--- src/rtl/cache_fill_if.sv ---
// cache_fill_if: miss/memory/cache-array handshake bundle for the block fill FSM
interface cache_fill_if;
   logic        miss_detected;
   logic [15:0] miss_address;
   logic        memory_data_valid;
   logic        mem_read_en;
   logic [15:0] memory_address;
   logic        fsm_busy;
   logic        write_data_array;
   logic [2:0]  word_num;
   logic        write_tag_array;
   modport master (
      input  miss_detected, miss_address, memory_data_valid,
      output mem_read_en, memory_address, fsm_busy, write_data_array, word_num, write_tag_array
   );
   modport slave (
      output miss_detected, miss_address, memory_data_valid,
      input  mem_read_en, memory_address, fsm_busy, write_data_array, word_num, write_tag_array
   );
endinterface

--- src/rtl/cache_fill_fsm.sv ---
// cache_fill_fsm: fetches an 8-word block after a miss, overlapping request issue with data return
module cache_fill_fsm (
   input logic         clk,
   input logic         rst,
   cache_fill_if.master bus
);
   typedef enum logic {IDLE, FILL} state_t;
   state_t      state_q, state_d;
   logic [11:0] base_q, base_d;
   logic [3:0]  issue_q, issue_d, recv_q, recv_d;
   logic        fill, start, rd, wr, tag;
   always_ff @(posedge clk) begin
      if (!rst) begin
         state_q <= IDLE;
         base_q  <= '0;
         issue_q <= '0;
         recv_q  <= '0;
      end else begin
         state_q <= state_d;
         base_q  <= base_d;
         issue_q <= issue_d;
         recv_q  <= recv_d;
      end
   end
   always_comb begin
      fill    = state_q == FILL;
      start   = !fill && bus.miss_detected;
      rd      = fill && !issue_q[3];
      wr      = fill && bus.memory_data_valid;
      tag     = wr && recv_q == 4'd7;
      state_d = start ? FILL : (tag ? IDLE : state_q);
      base_d  = start ? bus.miss_address[15:4] : base_q;
      issue_d = start ? 4'd0 : issue_q + {3'd0, rd};
      recv_d  = start ? 4'd0 : recv_q + {3'd0, wr};
   end
   always_comb begin
      bus.mem_read_en      = rd;
      bus.memory_address   = rd ? {base_q, issue_q[2:0], 1'b0} : 16'h0000;
      bus.fsm_busy         = fill;
      bus.write_data_array = wr;
      bus.word_num         = fill ? recv_q[2:0] : 3'b000;
      bus.write_tag_array  = tag;
   end
endmodule

--- src/flat_wrapper.sv ---
// flat-port wrapper written by rule: the top's interface ports become plain ports
module cache_fill_fsm_flat 
  (clk, rst, bus_miss_detected, bus_miss_address, bus_memory_data_valid, bus_mem_read_en, bus_memory_address, bus_fsm_busy, bus_write_data_array, bus_word_num, bus_write_tag_array);
  cache_fill_if bus_i ();
  input logic clk;
  input logic rst;
  input wire logic [$bits(bus_i.miss_detected)-1:0] bus_miss_detected;
  input wire logic [$bits(bus_i.miss_address)-1:0] bus_miss_address;
  input wire logic [$bits(bus_i.memory_data_valid)-1:0] bus_memory_data_valid;
  output wire logic [$bits(bus_i.mem_read_en)-1:0] bus_mem_read_en;
  output wire logic [$bits(bus_i.memory_address)-1:0] bus_memory_address;
  output wire logic [$bits(bus_i.fsm_busy)-1:0] bus_fsm_busy;
  output wire logic [$bits(bus_i.write_data_array)-1:0] bus_write_data_array;
  output wire logic [$bits(bus_i.word_num)-1:0] bus_word_num;
  output wire logic [$bits(bus_i.write_tag_array)-1:0] bus_write_tag_array;
  assign bus_i.miss_detected = bus_miss_detected;
  assign bus_i.miss_address = bus_miss_address;
  assign bus_i.memory_data_valid = bus_memory_data_valid;
  assign bus_mem_read_en = bus_i.mem_read_en;
  assign bus_memory_address = bus_i.memory_address;
  assign bus_fsm_busy = bus_i.fsm_busy;
  assign bus_write_data_array = bus_i.write_data_array;
  assign bus_word_num = bus_i.word_num;
  assign bus_write_tag_array = bus_i.write_tag_array;
  cache_fill_fsm u_core (.clk(clk), .rst(rst), .bus(bus_i));
endmodule
--- config.mk ---
export PLATFORM = sky130hd
export DESIGN_NAME = cache_fill_fsm_flat
export DESIGN_NICKNAME = d
export VERILOG_FILES = /design/src/rtl/cache_fill_if.sv /design/src/rtl/cache_fill_fsm.sv /design/src/flat_wrapper.sv
export SDC_FILE = /design/constraint.sdc
export NUM_CORES = 1
export LEC_CHECK = 0
export ABC_AREA = 1
export CAP_MARGIN = 40
export CORE_MARGIN = 5
export CORE_UTILIZATION = 42
export DETAILED_ROUTE_END_ITERATION = 8
export PLACE_DENSITY = 0.89
export SLEW_MARGIN = 25
export SYNTH_ARGS = -nofsm -noshare
export SYNTH_HDL_FRONTEND = slang
export SYNTH_SLANG_ARGS = --single-unit
--- constraint.sdc ---
create_clock -name clk -period 1.5 [get_ports clk]
set_input_delay 0.3 -clock clk [delete_from_list [all_inputs] [get_ports clk]]
set_output_delay 0.3 -clock clk [all_outputs]
set_load 0.01 [all_outputs]
-- After elaboration in Yosys (flattened, before gate mapping)
Cells that the tools add are included.
- flip-flop bits (word level): 21
- output and inout bits: 23
- logic and storage cells: 20
- $add $sub $neg: 2
- eq/ne operators: 1
- mux-type cells: 4
- bitwise gates (word level): 1
- reductions and logical operators: 8
- operators with widths (operator ; number):
    16-bit two-way mux ; 1
    4-bit by 1-bit adder with 4-bit output ; 2
    4-bit by 3-bit == test with 1-bit output, second input constant ; 1
    1-bit logical AND ; 4
    3-bit two-way mux ; 1
    1-bit zero test ; 2
    1-bit two-way mux ; 2
    2-bit nonzero test ; 1
    2-bit OR reduction ; 1
    1-bit NOT ; 1

-- Depth between registers and ports, before layout
- word-level depth: 4
- gate-level depth with buffers: 9
- mapped depth without buffers: 8

-- Worst setup path after synthesis
OpenSTA, ideal clock, no wires.
- path type: register to output
- from: register u_core.state_q (netlist: u_core.bus.fsm_busy)
- to: output bus_memory_address[10]
- data arrival time: 1031 ps
- data required time: 1200 ps
- path slack: 169 ps
- stages on the path, launching flop included: 7
- cell sequence: dfxtp_1 > buf_6 > inv_8 > nor2_4 > inv_2 > buf_6 > nor2_2
- word-level cells in the longest chain between the ends: 2
- ends and longest elaborated chain (element ; line ; RTL):
    start: declaration ; cache_fill_fsm.sv:8 ; state_t state_q, state_d;
    start signal: assignment ; cache_fill_fsm.sv:19 ; state_q <= state_d;
    1-bit logical AND ; cache_fill_fsm.sv:28 ; rd = fill && !issue_q[3];
    net bus_mem_read_en ; flat_wrapper.sv:10 ; output wire logic [$bits(bus_i.mem_read_en)-1:0] bus_mem_read_en;
    16-bit two-way mux ; cache_fill_fsm.sv:38 ; bus.memory_address = rd ? {base_q, issue_q[2:0], 1'b0} : 16'h0000;
    end: declaration ; flat_wrapper.sv:11 ; output wire logic [$bits(bus_i.memory_address)-1:0] bus_memory_address;
The timed path passes the listed nets, and every way through them passes these cells.

-- Final worst setup path
- from: register u_core.state_q (netlist: u_core.bus.fsm_busy)
- to: output bus_memory_address[12]
- word-level cells in the longest chain between the ends: 2
- ends and longest elaborated chain (element ; line):
    1-bit logical AND ; cache_fill_fsm.sv:28
    16-bit two-way mux ; cache_fill_fsm.sv:38
Every way passes these cells.

==> metrics.md <==
| Metric | Value |
|---|---|
| Skew final | 4.757 ps |
| Final setup fails | 8 |
| Post-Syn Area per Cell | 7.446 µm² |
| Leakage Power | between 0.7 and 0.8 nW |
| Reg area | roughly 430 µm² |
| Detailed placement HPWL | 2009 µm |
| Setup TNS | -342.5 ps |
| Starting Density | 0.4347 |
| Largest net degree at the start of global routing | 15 |
| P per Cell Area | approximately 730 nW/µm² |
| Setup crit start | u_core.bus.fsm_busy$_SDFFE_PN0P_ |
| Minimum clock period | roughly 1600 ps |
| Clk sinks | 21 |
| Max-cap violations | 0 |
| Peak supply drop | roughly 0.65 mV |
| GRT Overall Usage | 0.1566 |
| R2R Path End | u_core.recv_q[1]$_SDFF_PP0_ |
| Crit-path most repeated cell | nor2_4 |
| Routability congestion estimate | approximately 0.8 |
| Placed Area | 1474 µm² |
| Fill count | 223 |
| Core outline area | around 2400 µm² |
| Nets | 213 |
| Worst Path Max Fanout | 7 |
| TritonCTS clock tree | yes |
| Reg2Reg Setup Slack | roughly 70 ps |
| CP Buf/Inv Count | 4 |
| Hold slack | slightly below 500 ps |
| Clock latency at the later pin of the worst-skew pair | 300 ps |
| #FFs+latches synth | 21 |
| # DRC | 0 |
| Ratio of final minimum period to clock period | 1.037 |
| Die area | between 3000 and 4000 µm² |
| Failing checks | setup timing |
| Endpoints failing hold | 0 |
| CP startpoint kind | register |
| I/O Buffers | 37 |
| Place WS | -345.0 ps |
| Chip height | 60.17 µm |
| Per-cell routed wire length | around 13 µm |
| Htree depth | 1 |
| Clock root cell | clkbuf_4 |
| Yosys warning total | 0 |
| Unrepaired setup endpoints after global routing | true |
| Fmax | between 600 and 700 MHz |
| Post-route ant nets | 0 |
| Synth unique cells | 24 |
| # rows | 18 |
| Data arrival, critical path | 1260 ps |
| Clock-pin slew on the worst setup and hold paths | roughly 110 ps |
| Die Wd | roughly 60 µm |
| Max Slew Vio Count | 0 |
| CP delay by family, top | flip-flops |
| CP max stage delay | 400 ps |
| Master of the slowest instance on the critical path | dfxtp_4 |
| Net Count, Synth | between 150 and 200 |
| First-pass DRT Iterations | 4 |
| GR Overflow Total | 0 |
| Vias in the first global route | 1019 |
| Worst-path cell chain | inv_8, nor2_4, buf_12, inv_12, nor2_4, buf_6 |
| Worst Reg-to-Reg Cells | 8 |
| CP endpoint | bus_memory_address[12] |
| Number of DRC markers in iteration 0 | 12 |
| Mapped Area | between 1000 and 1500 µm² |
| IO Pins | between 40 and 50 |
| CP Class | register to output port |
| First-pass GRT wire length | 4291 µm |
| WP depth | 6 |
| Maximum clock path buffer count | 2 |
| Initial antenna violation count | 0 |
| Vias per cell | around 4.7 |
| CTS buffer count | 3 |
| Synthesized instance count | roughly 140 |
| WL final | about 2800 µm |
| Final worst slack | -56.01 ps |
| Final Core Density | 0.6481 |
| Area growth syn-to-layout | 49.11% |
| Sequential area share after synthesis | 0.3976 |
| Share of cells above drive strength 1 | 0.3439 |
| Status | finished, violations left |
| Multi-input logic area | approximately 530 µm² |
| Cell area after layout | ~1600 µm² |
| Crit. End Element | output port |
| DR vias | slightly above 1000 |
| Worst min path class | register to register |
| Antenna diodes | 0 |
| Worst Path Required | approximately 1200 ps |
| Worst reg2reg startpoint | u_core.bus.fsm_busy$_SDFFE_PN0P_ |
through the flow:
stage	cells	power (mW)
2_1_floorplan	142	0.7625
3_3_place_gp	213	0.8491
6_report	219	1.154
4_1_cts	219	1.133
3_5_place_dp	213	0.8611
5_1_grt	219	1.214
Yosys cell counts:
cell     number  area, µm²
xnor2_1       1      8.760
o21ai_1      10      50.05
dfxtp_1      21      420.4
inv_2         1      3.750
nand2_8       1      20.02
nand3_1       3      15.01
buf_12        1      20.02
inv_1        24      90.09
a21oi_1       2      10.01
conb_1        1      3.750
buf_6         3      33.78
nand2_4       1      11.26
o21ai_0       3      15.01
nor3_1        1      5.000
buf_4         1      7.510
inv_8         1      11.26
nor2_4        1      11.26
inv_6         1      8.760
nand4_1       3      18.77
nand2_1      11      41.29
buf_2         1      5.000
ha_1          3      37.54
nor2_2       13      81.33
nor2_1       34      127.6
what timing repair did:
action,in CTS,in global routing
setup buffers,1,0
resized for setup,83,34
hold buffers,0,0
gates cloned,1,0
endpoints found under the setup margin,24,25
pin swaps,3,6
worst min path at each step:
stage	start	slack (ps)	end	cells past startpoint
global route	u_core.recv_q[3]$_SDFF_PP0_	510	u_core.recv_q[3]$_SDFF_PP0_	2
global placement	u_core.recv_q[3]$_SDFF_PP0_	450	u_core.recv_q[3]$_SDFF_PP0_	2
finish	u_core.recv_q[3]$_SDFF_PP0_	500	u_core.recv_q[3]$_SDFF_PP0_	2
floorplan	rst	440	u_core.base_q[8]$_SDFFE_PN0P_	2
CTS	u_core.base_q[8]$_SDFFE_PN0P_	500	u_core.base_q[8]$_SDFFE_PN0P_	2
detailed placement	u_core.base_q[3]$_SDFFE_PN0P_	480	u_core.base_q[3]$_SDFFE_PN0P_	2
worst register-to-register path, stage by stage, from the launching register on:
cell	delay [ps]
dfxtp_4	380
buf_6	140
nand2_4	70
inv_1	50
buf_4	120
ha_2	190
ha_2	310
inv_1	30
nor2_1	90
layout make-up:
class,count,share of cell area
flip-flops and latches,21,0.2698
multi-input cells,88,0.3389
clock buffers,4,0.01667
well taps,30,0.02381
inverters,27,0.08016
repair buffers,48,0.2667
repair inverters,1,0.003968
power breakdown:
part	leakage [nW]	internal [mW]	switching, mW
clock	0.0150	0.104	0.168
combinational	0.519	0.130	0.143
sequential	0.174	0.589	0.0214
layer usage:
metal,track usage,share of wire,vias to the layer above
li1,-,-,517
met1,0.1738,0.38,472
met2,0.2855,0.54,31
met3,0.03456,0.075,2
met4,0.06013,0.0022,0
met5,0,0,-
logic make-up after synthesis:
kind of cell,count (synthesis),synth area share
flops,21,0.3976
simple gates,68,0.3136
xor+xnor,1,0.008286
fa+ha+maj,3,0.03551
other cells,1,0.003547
buf+inv,33,0.1704
compound gates,15,0.07100
cells in the final DEF, fill, tap and decap left out, types with 2 or more instances in the layout:
cell,Yosys,final
o21ai_1,10,10
dfxtp_1,21,19
nor2_4,1,9
inv_1,24,23
buf_6,3,10
clkbuf_2,0,3
nand4_1,3,3
nor2_2,13,8
buf_4,1,8
dlygate4sd2_1,0,2
nand2_4,1,2
a21oi_1,2,2
clkdlybuf4s50_1,0,15
ha_2,0,2
buf_2,1,9
nor2_1,34,31
nand3_1,3,2
clkbuf_4,0,3
nand2_1,11,10
o21ai_0,3,3
flip-flops by register name, indices dropped and copies added (netlist names):
signal / count
u_core.recv_q: 4
u_core.issue_q: 4
u_core.base_q: 12
u_core.bus.fsm_busy: 1
Note: power is estimated with default switching activity, not from simulation.
